`config.mk`:
```
export PLATFORM = sky130hd
export DESIGN_NAME = lincomb_sched
export DESIGN_NICKNAME = d
export VERILOG_FILES = /design/src/rtl/lincomb_pkg.sv /design/src/rtl/shift_add_mult.sv /design/src/rtl/lincomb_sched.sv
export SDC_FILE = /design/constraint.sdc
export NUM_CORES = 1
export LEC_CHECK = 0
export ABC_CLOCK_PERIOD_IN_PS = 5840
export CAP_MARGIN = 20
export CORE_MARGIN = 4
export CORE_UTILIZATION = 48
export CTS_CLUSTER_SIZE = 20
export DETAILED_ROUTE_END_ITERATION = 10
export PLACE_DENSITY = 0.73
export SYNTH_ARGS = -nofsm -noshare
export SYNTH_HDL_FRONTEND = slang
export SYNTH_HIERARCHICAL = 1
export SYNTH_SLANG_ARGS = --single-unit
```
`constraint.sdc`:
```
create_clock -name clk -period 5.84 [get_ports clk]
set_input_delay 1.46 -clock clk [delete_from_list [all_inputs] [get_ports clk]]
set_output_delay 1.46 -clock clk [all_outputs]
set_load 0.05 [all_outputs]
```
`src/rtl/lincomb_pkg.sv`:
```
// Shared types and constants for the lincomb_sched sequencer.
package lincomb_pkg;

   // Sequencer states: one IDLE slot, two multiply steps, one result slot.
   typedef enum logic [1:0] {
      ST_IDLE  = 2'd0,
      ST_MUL_A = 2'd1,
      ST_MUL_B = 2'd2,
      ST_OUT   = 2'd3
   } state_t;

   // Weights of the fixed two-multiplier datapath this block replaces.
   localparam int unsigned COEF_A_DEF = 12;
   localparam int unsigned COEF_B_DEF = 5;

   // Requester identifier (two requesters).
   typedef logic req_id_t;

endpackage : lincomb_pkg

```
`src/rtl/shift_add_mult.sv`:
```
// Combinational W x W -> 2W unsigned multiplier built from shifted partial products.
module shift_add_mult #(
   parameter int W = 4
) (
   input  logic [W-1:0]   x_i,
   input  logic [W-1:0]   y_i,
   output logic [2*W-1:0] p_o
);

   logic [2*W-1:0] x_ext;

   assign x_ext = {{W{1'b0}}, x_i};

   // Accumulate x shifted by each set bit position of y.
   always_comb begin
      p_o = '0;
      for (int i = 0; i < W; i++) begin
         if (y_i[i]) begin
            p_o = p_o + (x_ext << i);
         end
      end
   end

endmodule : shift_add_mult

```
`src/rtl/lincomb_sched.sv`:
```
// Two-requester sequencer computing c = coef_a*a + coef_b*b on one shared multiplier.
//
// Handshakes: a transfer happens on a rising clk edge where valid and ready are
// both high. reqX_ready is combinational and only asserted in IDLE for the
// requester picked by the round-robin arbiter; out_valid is registered and,
// once high, out_valid/out_c/out_id hold until out_ready is seen high.
module lincomb_sched
   import lincomb_pkg::*;
#(
   parameter int W          = 4,
   parameter int COEF_A_RST = COEF_A_DEF,
   parameter int COEF_B_RST = COEF_B_DEF
) (
   input  logic           clk,
   input  logic           rst,
   input  logic           cfg_we,
   input  logic [W-1:0]   cfg_coef_a,
   input  logic [W-1:0]   cfg_coef_b,
   input  logic           req0_valid,
   output logic           req0_ready,
   input  logic [W-1:0]   req0_a,
   input  logic [W-1:0]   req0_b,
   input  logic           req1_valid,
   output logic           req1_ready,
   input  logic [W-1:0]   req1_a,
   input  logic [W-1:0]   req1_b,
   output logic           out_valid,
   input  logic           out_ready,
   output logic [2*W:0]   out_c,
   output logic           out_id,
   output logic           busy,
   output state_t         dbg_state
);

   state_t         state_q;
   logic [W-1:0]   coef_a_q;
   logic [W-1:0]   coef_b_q;
   logic [W-1:0]   a_q;
   logic [W-1:0]   b_q;
   req_id_t        id_q;
   req_id_t        last_grant_q;
   logic [2*W-1:0] acc_q;
   logic [2*W:0]   out_c_q;
   req_id_t        out_id_q;
   logic           out_valid_q;

   logic           grant_any;
   req_id_t        grant_id;
   logic           accept;
   logic [W-1:0]   mul_x;
   logic [W-1:0]   mul_y;
   logic [2*W-1:0] mul_p;

   // Round-robin pick: on contention the requester that did not win last time.
   always_comb begin
      grant_any = 1'b0;
      grant_id  = 1'b0;
      if (req0_valid && req1_valid) begin
         grant_any = 1'b1;
         grant_id  = ~last_grant_q;
      end else if (req0_valid) begin
         grant_any = 1'b1;
         grant_id  = 1'b0;
      end else if (req1_valid) begin
         grant_any = 1'b1;
         grant_id  = 1'b1;
      end
   end

   // Requests are only taken in IDLE and never while reset is asserted.
   assign accept     = (state_q == ST_IDLE) && grant_any && !rst;
   assign req0_ready = accept && (grant_id == 1'b0);
   assign req1_ready = accept && (grant_id == 1'b1);

   // Operand mux for the single multiplier; idle states feed zeros.
   always_comb begin
      mul_x = '0;
      mul_y = '0;
      case (state_q)
         ST_MUL_A: begin
            mul_x = coef_a_q;
            mul_y = a_q;
         end
         ST_MUL_B: begin
            mul_x = coef_b_q;
            mul_y = b_q;
         end
         default: begin
            mul_x = '0;
            mul_y = '0;
         end
      endcase
   end

   shift_add_mult #(.W(W)) u_mult (
      .x_i (mul_x),
      .y_i (mul_y),
      .p_o (mul_p)
   );

   // Sequencer: accept, two multiply steps, then hold the result until taken.
   always_ff @(posedge clk or posedge rst) begin
      if (rst) begin
         state_q      <= ST_IDLE;
         coef_a_q     <= W'(COEF_A_RST);
         coef_b_q     <= W'(COEF_B_RST);
         a_q          <= '0;
         b_q          <= '0;
         id_q         <= 1'b0;
         last_grant_q <= 1'b1;
         acc_q        <= '0;
         out_c_q      <= '0;
         out_id_q     <= 1'b0;
         out_valid_q  <= 1'b0;
      end else begin
         case (state_q)
            ST_IDLE: begin
               // Coefficient writes land here so an op never sees a mid-flight change.
               if (cfg_we) begin
                  coef_a_q <= cfg_coef_a;
                  coef_b_q <= cfg_coef_b;
               end
               if (accept) begin
                  a_q          <= grant_id ? req1_a : req0_a;
                  b_q          <= grant_id ? req1_b : req0_b;
                  id_q         <= grant_id;
                  last_grant_q <= grant_id;
                  state_q      <= ST_MUL_A;
               end
            end
            ST_MUL_A: begin
               acc_q   <= mul_p;
               state_q <= ST_MUL_B;
            end
            ST_MUL_B: begin
               out_c_q     <= {1'b0, acc_q} + {1'b0, mul_p};
               out_id_q    <= id_q;
               out_valid_q <= 1'b1;
               state_q     <= ST_OUT;
            end
            ST_OUT: begin
               if (out_ready) begin
                  out_valid_q <= 1'b0;
                  state_q     <= ST_IDLE;
               end
            end
            default: begin
               state_q <= ST_IDLE;
            end
         endcase
      end
   end

   assign out_valid = out_valid_q;
   assign out_c     = out_c_q;
   assign out_id    = out_id_q;
   assign busy      = (state_q != ST_IDLE);
   assign dbg_state = state_q;

endmodule : lincomb_sched

```
# Word-level counts from Yosys, hierarchy flattened

Cells that the tools add are included.
W data, S select, Z words.

Input bits: 30
Output and inout port bits: 16
Logic and storage cells: 53
Bits in registers: 39

Add/sub/neg operators: 4
Bitwise gates (word level): 2
Equal/unequal tests: 5
Mux-type cells: 18
Reduce and logical (&&, ||, !) cells: 13

Operators by type and width:

| cell                 | count |
|---|---|
| $mux W8              | 3 |
| $pmux W4 S2          | 2 |
| $mux W4              | 3 |
| $add A8 B8 Y9        | 1 |
| $add A8 B5 Y8        | 1 |
| $add A8 B6 Y8        | 1 |
| $add A8 B7 Y8        | 1 |
| $pmux W2 S4          | 1 |
| $reduce_and A2 Y1    | 4 |
| $mux W1              | 6 |
| $logic_and A1 B1 Y1  | 5 |
| $eq A2 B2 Y1 const B | 2 |
| $mux W2              | 2 |
| $ne A2 B2 Y1 const B | 2 |
| $reduce_bool A2 Y1   | 2 |
| $eq A2 B1 Y1 const B | 1 |
| $logic_not A2 Y1     | 1 |
| $not A1 Y1           | 2 |
| $pmux W1 S2          | 1 |
| $logic_not A1 Y1     | 1 |

# Depth between registers and ports, before layout

Depth after elaboration: 10
Mapped depth: 29
Gate-level depth less buffers: 26

# Cells and area by module

Netlist, hierarchy kept.

By module, submodules not included:

| module         | area an instance (um2) | cells each | instances | sequential area each (um2) |
|---|---|---|---|---|
| lincomb_sched  | 2082.0                 | 180        | 1         | 982.2 |
| shift_add_mult | 578.1                  | 73         | 1         | 0.0 |

# Worst setup path after synthesis

No wires, ideal clock.

Path type: register -> register
Start: reg state_q[0], in the netlist dbg_state[0]
End: reg out_c_q[7], in the netlist out_c[7]
Path buffers: 3
Setup time: 0.090 ns
Data arrival time: 5.669 ns
Path slack: 0.081 ns
Stages on the path, launching flop included: 29
Data required time: 5.750 ns
Clock period less this slack: 5.759 ns
Cell sequence: dfrtp_1 ha_1 clkbuf_1 buf_2 a22oi_1 nor2b_1 and2_1 ha_1 inv_1 fa_1 xnor2_1 nand2_1 xor2_2 ha_1 a21o_1 a21oi_1 xor2_1 mux2i_1 ha_1 a21oi_1 nand2_1 xor2_1 mux2_2 ha_1 buf_2 nand3_1 o32ai_2 mux2_1 o221ai_1

Longest elaborated chain between the ends: 10
Elaborated cells on any way between the ends: 12
Those cells by class: add/sub: 4; eq/ne: 2; mux: 6

RTL lines:

| what                                         | line                 | source |
|---|---|---|
| from (decl)                                  | lincomb_sched.sv:35  | `state_t state_q;` |
| from (signal assigned)                       | lincomb_sched.sv:104 | `state_q <= ST_IDLE;` |
| from (signal assigned)                       | lincomb_sched.sv:128 | `state_q <= ST_MUL_A;` |
| from (signal assigned)                       | lincomb_sched.sv:133 | `state_q <= ST_MUL_B;` |
| $eq A2 B2 Y1 or $eq A2 B1 Y1 (tied branches) | lincomb_sched.sv:79  | `case (state_q)` |
| $pmux W4 S2 *                                | lincomb_sched.sv:79  |  |
| named net mul_y[0]                           | lincomb_sched.sv:51  | `logic [W-1:0] mul_y;` |
| $mux W4 *                                    | shift_add_mult.sv:18 | `if (y_i[i]) begin` |
| $add A8 B5 Y8                                | shift_add_mult.sv:19 | `p_o = p_o + (x_ext << i);` |
| $mux W8 *                                    | shift_add_mult.sv:18 |  |
| $add A8 B6 Y8                                | shift_add_mult.sv:19 |  |
| $mux W8 *                                    | shift_add_mult.sv:18 |  |
| $add A8 B7 Y8                                | shift_add_mult.sv:19 |  |
| $mux W8 *                                    | shift_add_mult.sv:18 |  |
| named net mul_p[6]                           | lincomb_sched.sv:52  | `logic [2*W-1:0] mul_p;` |
| $add A8 B8 Y9 *                              | lincomb_sched.sv:136 | `out_c_q <= {1'b0, acc_q} + {1'b0, mul_p};` |
| to (signal assigned)                         | lincomb_sched.sv:136 |  |
| to (decl)                                    | lincomb_sched.sv:43  | `logic [2*W:0] out_c_q;` |

The timed path passes the listed nets; every way through them passes the cells marked *.
A chain may end at the register's enable or synchronous reset.

# Worst setup path in the final report

Start: reg state_q[0], in the netlist dbg_state[0]
End: reg out_c_q[7], in the netlist out_c[7]

Longest elaborated chain between the ends: 10
Elaborated cells on any way between the ends: 12
Those cells by class: add/sub: 4; eq/ne: 2; mux: 6

RTL lines:

| what                                         | line                 | source |
|---|---|---|
| $eq A2 B2 Y1 or $eq A2 B1 Y1 (tied branches) | lincomb_sched.sv:79  |  |
| $pmux W4 S2 *                                | lincomb_sched.sv:79  |  |
| named net mul_x[1]                           | lincomb_sched.sv:50  | `logic [W-1:0] mul_x;` |
| $mux W4                                      | shift_add_mult.sv:18 |  |
| $add A8 B5 Y8                                | shift_add_mult.sv:19 |  |
| $mux W8                                      | shift_add_mult.sv:18 |  |
| $add A8 B6 Y8                                | shift_add_mult.sv:19 |  |
| $mux W8                                      | shift_add_mult.sv:18 |  |
| $add A8 B7 Y8                                | shift_add_mult.sv:19 |  |
| $mux W8 *                                    | shift_add_mult.sv:18 |  |
| named net mul_p[4]                           | lincomb_sched.sv:52  |  |
| $add A8 B8 Y9 *                              | lincomb_sched.sv:136 |  |

Marked as above.

==> results by group <==
Status
  – Status: complete, no violations

Global route
  – Largest net degree at the start of global routing: 28
  – Total track usage: 18.1%
  – Global-route wire length before repair: 9.34 mm
  – Grt total ovfl: 0
  – Vias in the first global route: 2063
  – Antenna violations before repair: 0

Clock tree
  – Number of CTS-inserted buffers: 5
  – Clk sink count: 39
  – Clk Tree Root Cell: clkbuf_8
  – Latest clock arrival within the worst-skew pair: 0.29 ns
  – CTS tree: built
  – Clk buf depth: 2
  – Hold Buf Count CTS: 0
  – # H-tree levels: 2
  – Clk pin slew, worst setup/hold paths: 0.08 ns

Detailed routing
  – DRC violations left: 0
  – Vias: 2008
  – Post-DRT Antenna Nets: 0
  – Post-Route WL: 5.44 mm
  – Drt pass-1 iters: 4
  – Vias per inst: 5.35
  – WL per Instance: 14.5 um
  – First-iteration detailed-routing DRC count: 39

Critical path
  – Crit Reg-Reg Startpoint: dbg_state[0]
  – Worst Path Required: 6.05 ns
  – Cells on worst reg2reg path: 24
  – R2R setup slack: 0.46 ns
  – Worst-path fanout max: 7
  – Critical path launch point type: register
  – Crit path capture type: register
  – Max stage delay on crit path: 0.52 ns
  – Slowest-stage cell, CP: fa_2
  – FF-to-FF End: out_c[7]
  – CP arrival: 5.59 ns
  – Crit-path cells: inv_1 > ha_2 > a22oi_1 > nor2b_1 > and2_1 > ha_1 > inv_1 > fa_1 > xnor2_1 > nand2_1 > xor2_2 > inv_2 > fa_1 > nand2_1 > o21a_1 > ha_1 > fa_2 > inv_1 > a221oi_1 > ha_1 > a21oi_1 > o32ai_2 > mux2_1 > o221ai_1
  – Worst Path Class, Setup: reg -> reg

Min path
  – Hold path cells: 1
  – HP Start: id_q
  – Hold EP: id_q
  – Min-delay worst type: reg -> reg

STA
  – Post-route clock period utilization: 92.1%
  – Min Clock Period, post-route: 5.38 ns
  – TNS Setup: 0 ns
  – Final hold slack: 0.482 ns
  – Slew Viols, Final: 0
  – Fin. Hold Viols: 0
  – Final setup vio count: 0
  – Unrepaired setup endpoints after global routing: false
  – Max Clk Rate: 0.186 GHz
  – Worst slew margin: 50.4%
  – Worst Skew: 0.00428 ns
  – Worst Tran Pin Value: 0.742 ns

Final layout
  – Design area: 0.00336 sq mm
  – Nets: 361
  – Layout cells sized above 1: 19.0%
  – ANT cells: 0
  – Final design utilization: 64.1%
  – P&R area growth vs syn: 26.2%
  – FILL cells: 435

Placed design
  – Global placement routability congestion: 0.808
  – I/O Buffers: 45
  – Post-DP Area: 0.00321 sq mm
  – DP HPWL: 4.29 mm

Floorplanning
  – Core area: 0.00524 sq mm
  – Cell Rows: 26
  – Ports: 46
  – Starting Density: 50.8%
  – Width of the die: 82.4 um
  – Die area: 0.00680 sq mm
  – Die H: 82.4 um

Yosys
  – Synth Net Count: 310
  – Synth Instances: 253
  – Ys flop type: dfrtp_1
  – Yosys warns: 6
  – Syn avg cell area: 10.5 sq um
  – Number of flops mapped to enable cells by yosys: 0
  – Unique masters post-synth: 42
  – Cell Area, Synth: 0.00266 sq mm
  – Seq cells post-synth: 39
  – Asr flop ratio synth: 100%
  – Sequential share of the synthesized area: 36.9%

Power and ir drop
  – Total power: 1.65 mW
  – Leakage: 1.55 nW
  – Worst VDD drop: 294 uV
  – Power per cell area: 493 mW/mm^2

Run
  – Max_cap viols: 0
final cells by class:
type / count / area, sq um / share of cell area [%]
Tap cell: 70 / 87.6 / 2.61
Timing Repair Buffer: 55 / 526 / 15.6
Sequential cell: 39 / 983 / 29.3
Clock inverter: 2 / 38.8 / 1.15
Inverter: 17 / 63.8 / 1.90
Clock buffer: 6 / 82.6 / 2.46
Multi-Input combinational cell: 186 / 1580 / 46.9
registers in the layout, indices dropped and copies added, names as in the netlist:
register / flops
dbg_state: 2
id_q: 1
out_c: 9
out_id: 1
a_q: 4
out_valid: 1
b_q: 4
last_grant_q: 1
acc_q: 8
coef_b_q: 4
coef_a_q: 4
power breakdown:
| group | leakage, nW | total [mW] | switching, mW | internal, mW |
|---|---|---|---|---|
| sequential | 0.488 | 0.464 | 0.0683 | 0.396 |
| clock | 0.0618 | 0.242 | 0.101 | 0.141 |
| combinational | 0.997 | 0.948 | 0.531 | 0.417 |
| total | 1.55 | 1.65 | 0.701 | 0.953 |
what timing repair did:
item | in CTS | in global routing
resized for setup | 0 | 7
buffers inserted | 0 | 1
setup endpoints to repair | 0 | 1
cell usage after synthesis (4+ instances only):
master	count	area, sq um
nand2b_1	5	31.3
buf_2	7	35.0
nand2_1	11	41.3
a211oi_1	4	30.0
mux2_2	22	248
dfstp_2	5	131
mux2i_1	6	60.1
inv_1	16	60.1
nor2_1	6	22.5
nor2b_1	11	68.8
o21a_1	4	30.0
a21o_1	7	52.6
ha_1	23	288
fa_1	4	80.1
xor2_1	5	43.8
and2_1	10	62.6
a21oi_1	18	90.1
a22oi_1	9	67.6
o21ai_0	7	35.0
a221o_1	8	80.1
dfrtp_1	34	851
worst max-delay path, delay by kind of cell, from the launching register on:
family	cells	cell delay, ns
and+or+nand+nor	4	0.49
muxes	1	0.31
xor gates and xnor gates	2	0.37
buffers and inverters	4	0.26
adders and majority gates	7	2.42
AOI/OAI and AO/OA	6	1.03
DFF	1	0.44
worst max-delay path by stage:
stage | start | to | cells after the start
after floorplan | dbg_state[0] | out_c[7] | 28
after global placement | dbg_state[0] | out_c[7] | 25
after detailed placement | dbg_state[0] | out_c[7] | 25
after CTS | dbg_state[0] | out_c[7] | 25
after global routing | dbg_state[1] | out_c[7] | 25
final | dbg_state[0] | out_c[7] | 24
kinds of logic (layout without fill, tap and decap cells):
logic type / count (synthesis) / in the layout / share of synthesized area (%)
AOI/OAI and AO/OA: 70 / 70 / 18.6
xor gates and xnor gates: 9 / 9 / 3.25
adders and majority gates: 27 / 27 / 13.8
buffers and inverters: 28 / 80 / 4.56
DFF: 39 / 39 / 36.9
muxes: 30 / 30 / 12.4
and+or+nand+nor: 50 / 50 / 10.4
layer usage:
layer | vias up | global-route usage (%) | share of wire, %
li1 | 1014 | - | -
met1 | 947 | 22.2 | 46
met2 | 41 | 31.2 | 48
met3 | 6 | 4.77 | 4.9
met4 | 0 | 5.48 | 1.3
met5 | - | 0 | 0
per-stage QoR:
step                      instances  setup slack, ns
final                           375            0.461
after CTS                       374            0.283
after global routing            375           0.0296
after floorplan                 253           0.0805
after detailed placement        366            0.320
after global placement          365            0.395
cells in the final DEF (no fill, tap or decap), types with 2 or more instances in the layout:
master	count
mux2_2	22
o21a_1	4
a211oi_1	4
mux2i_1	6
inv_1	16
nand2_1	11
ha_2	4
o21bai_1	2
ha_1	19
xnor2_1	2
nor2b_1	11
nand3_1	2
buf_4	10
clkbuf_8	6
dfstp_2	5
o22ai_1	3
mux2_1	2
nor2_1	6
dfrtp_1	33
a21o_1	7
clkdlybuf4s50_1	45
nand2b_1	5
a21oi_1	18
a22oi_1	9
xor2_1	5
fa_1	3
o21ai_1	2
o21ai_0	7
and2_1	10
a221o_1	8
No activity file was read; power rests on OpenSTA's default activity.
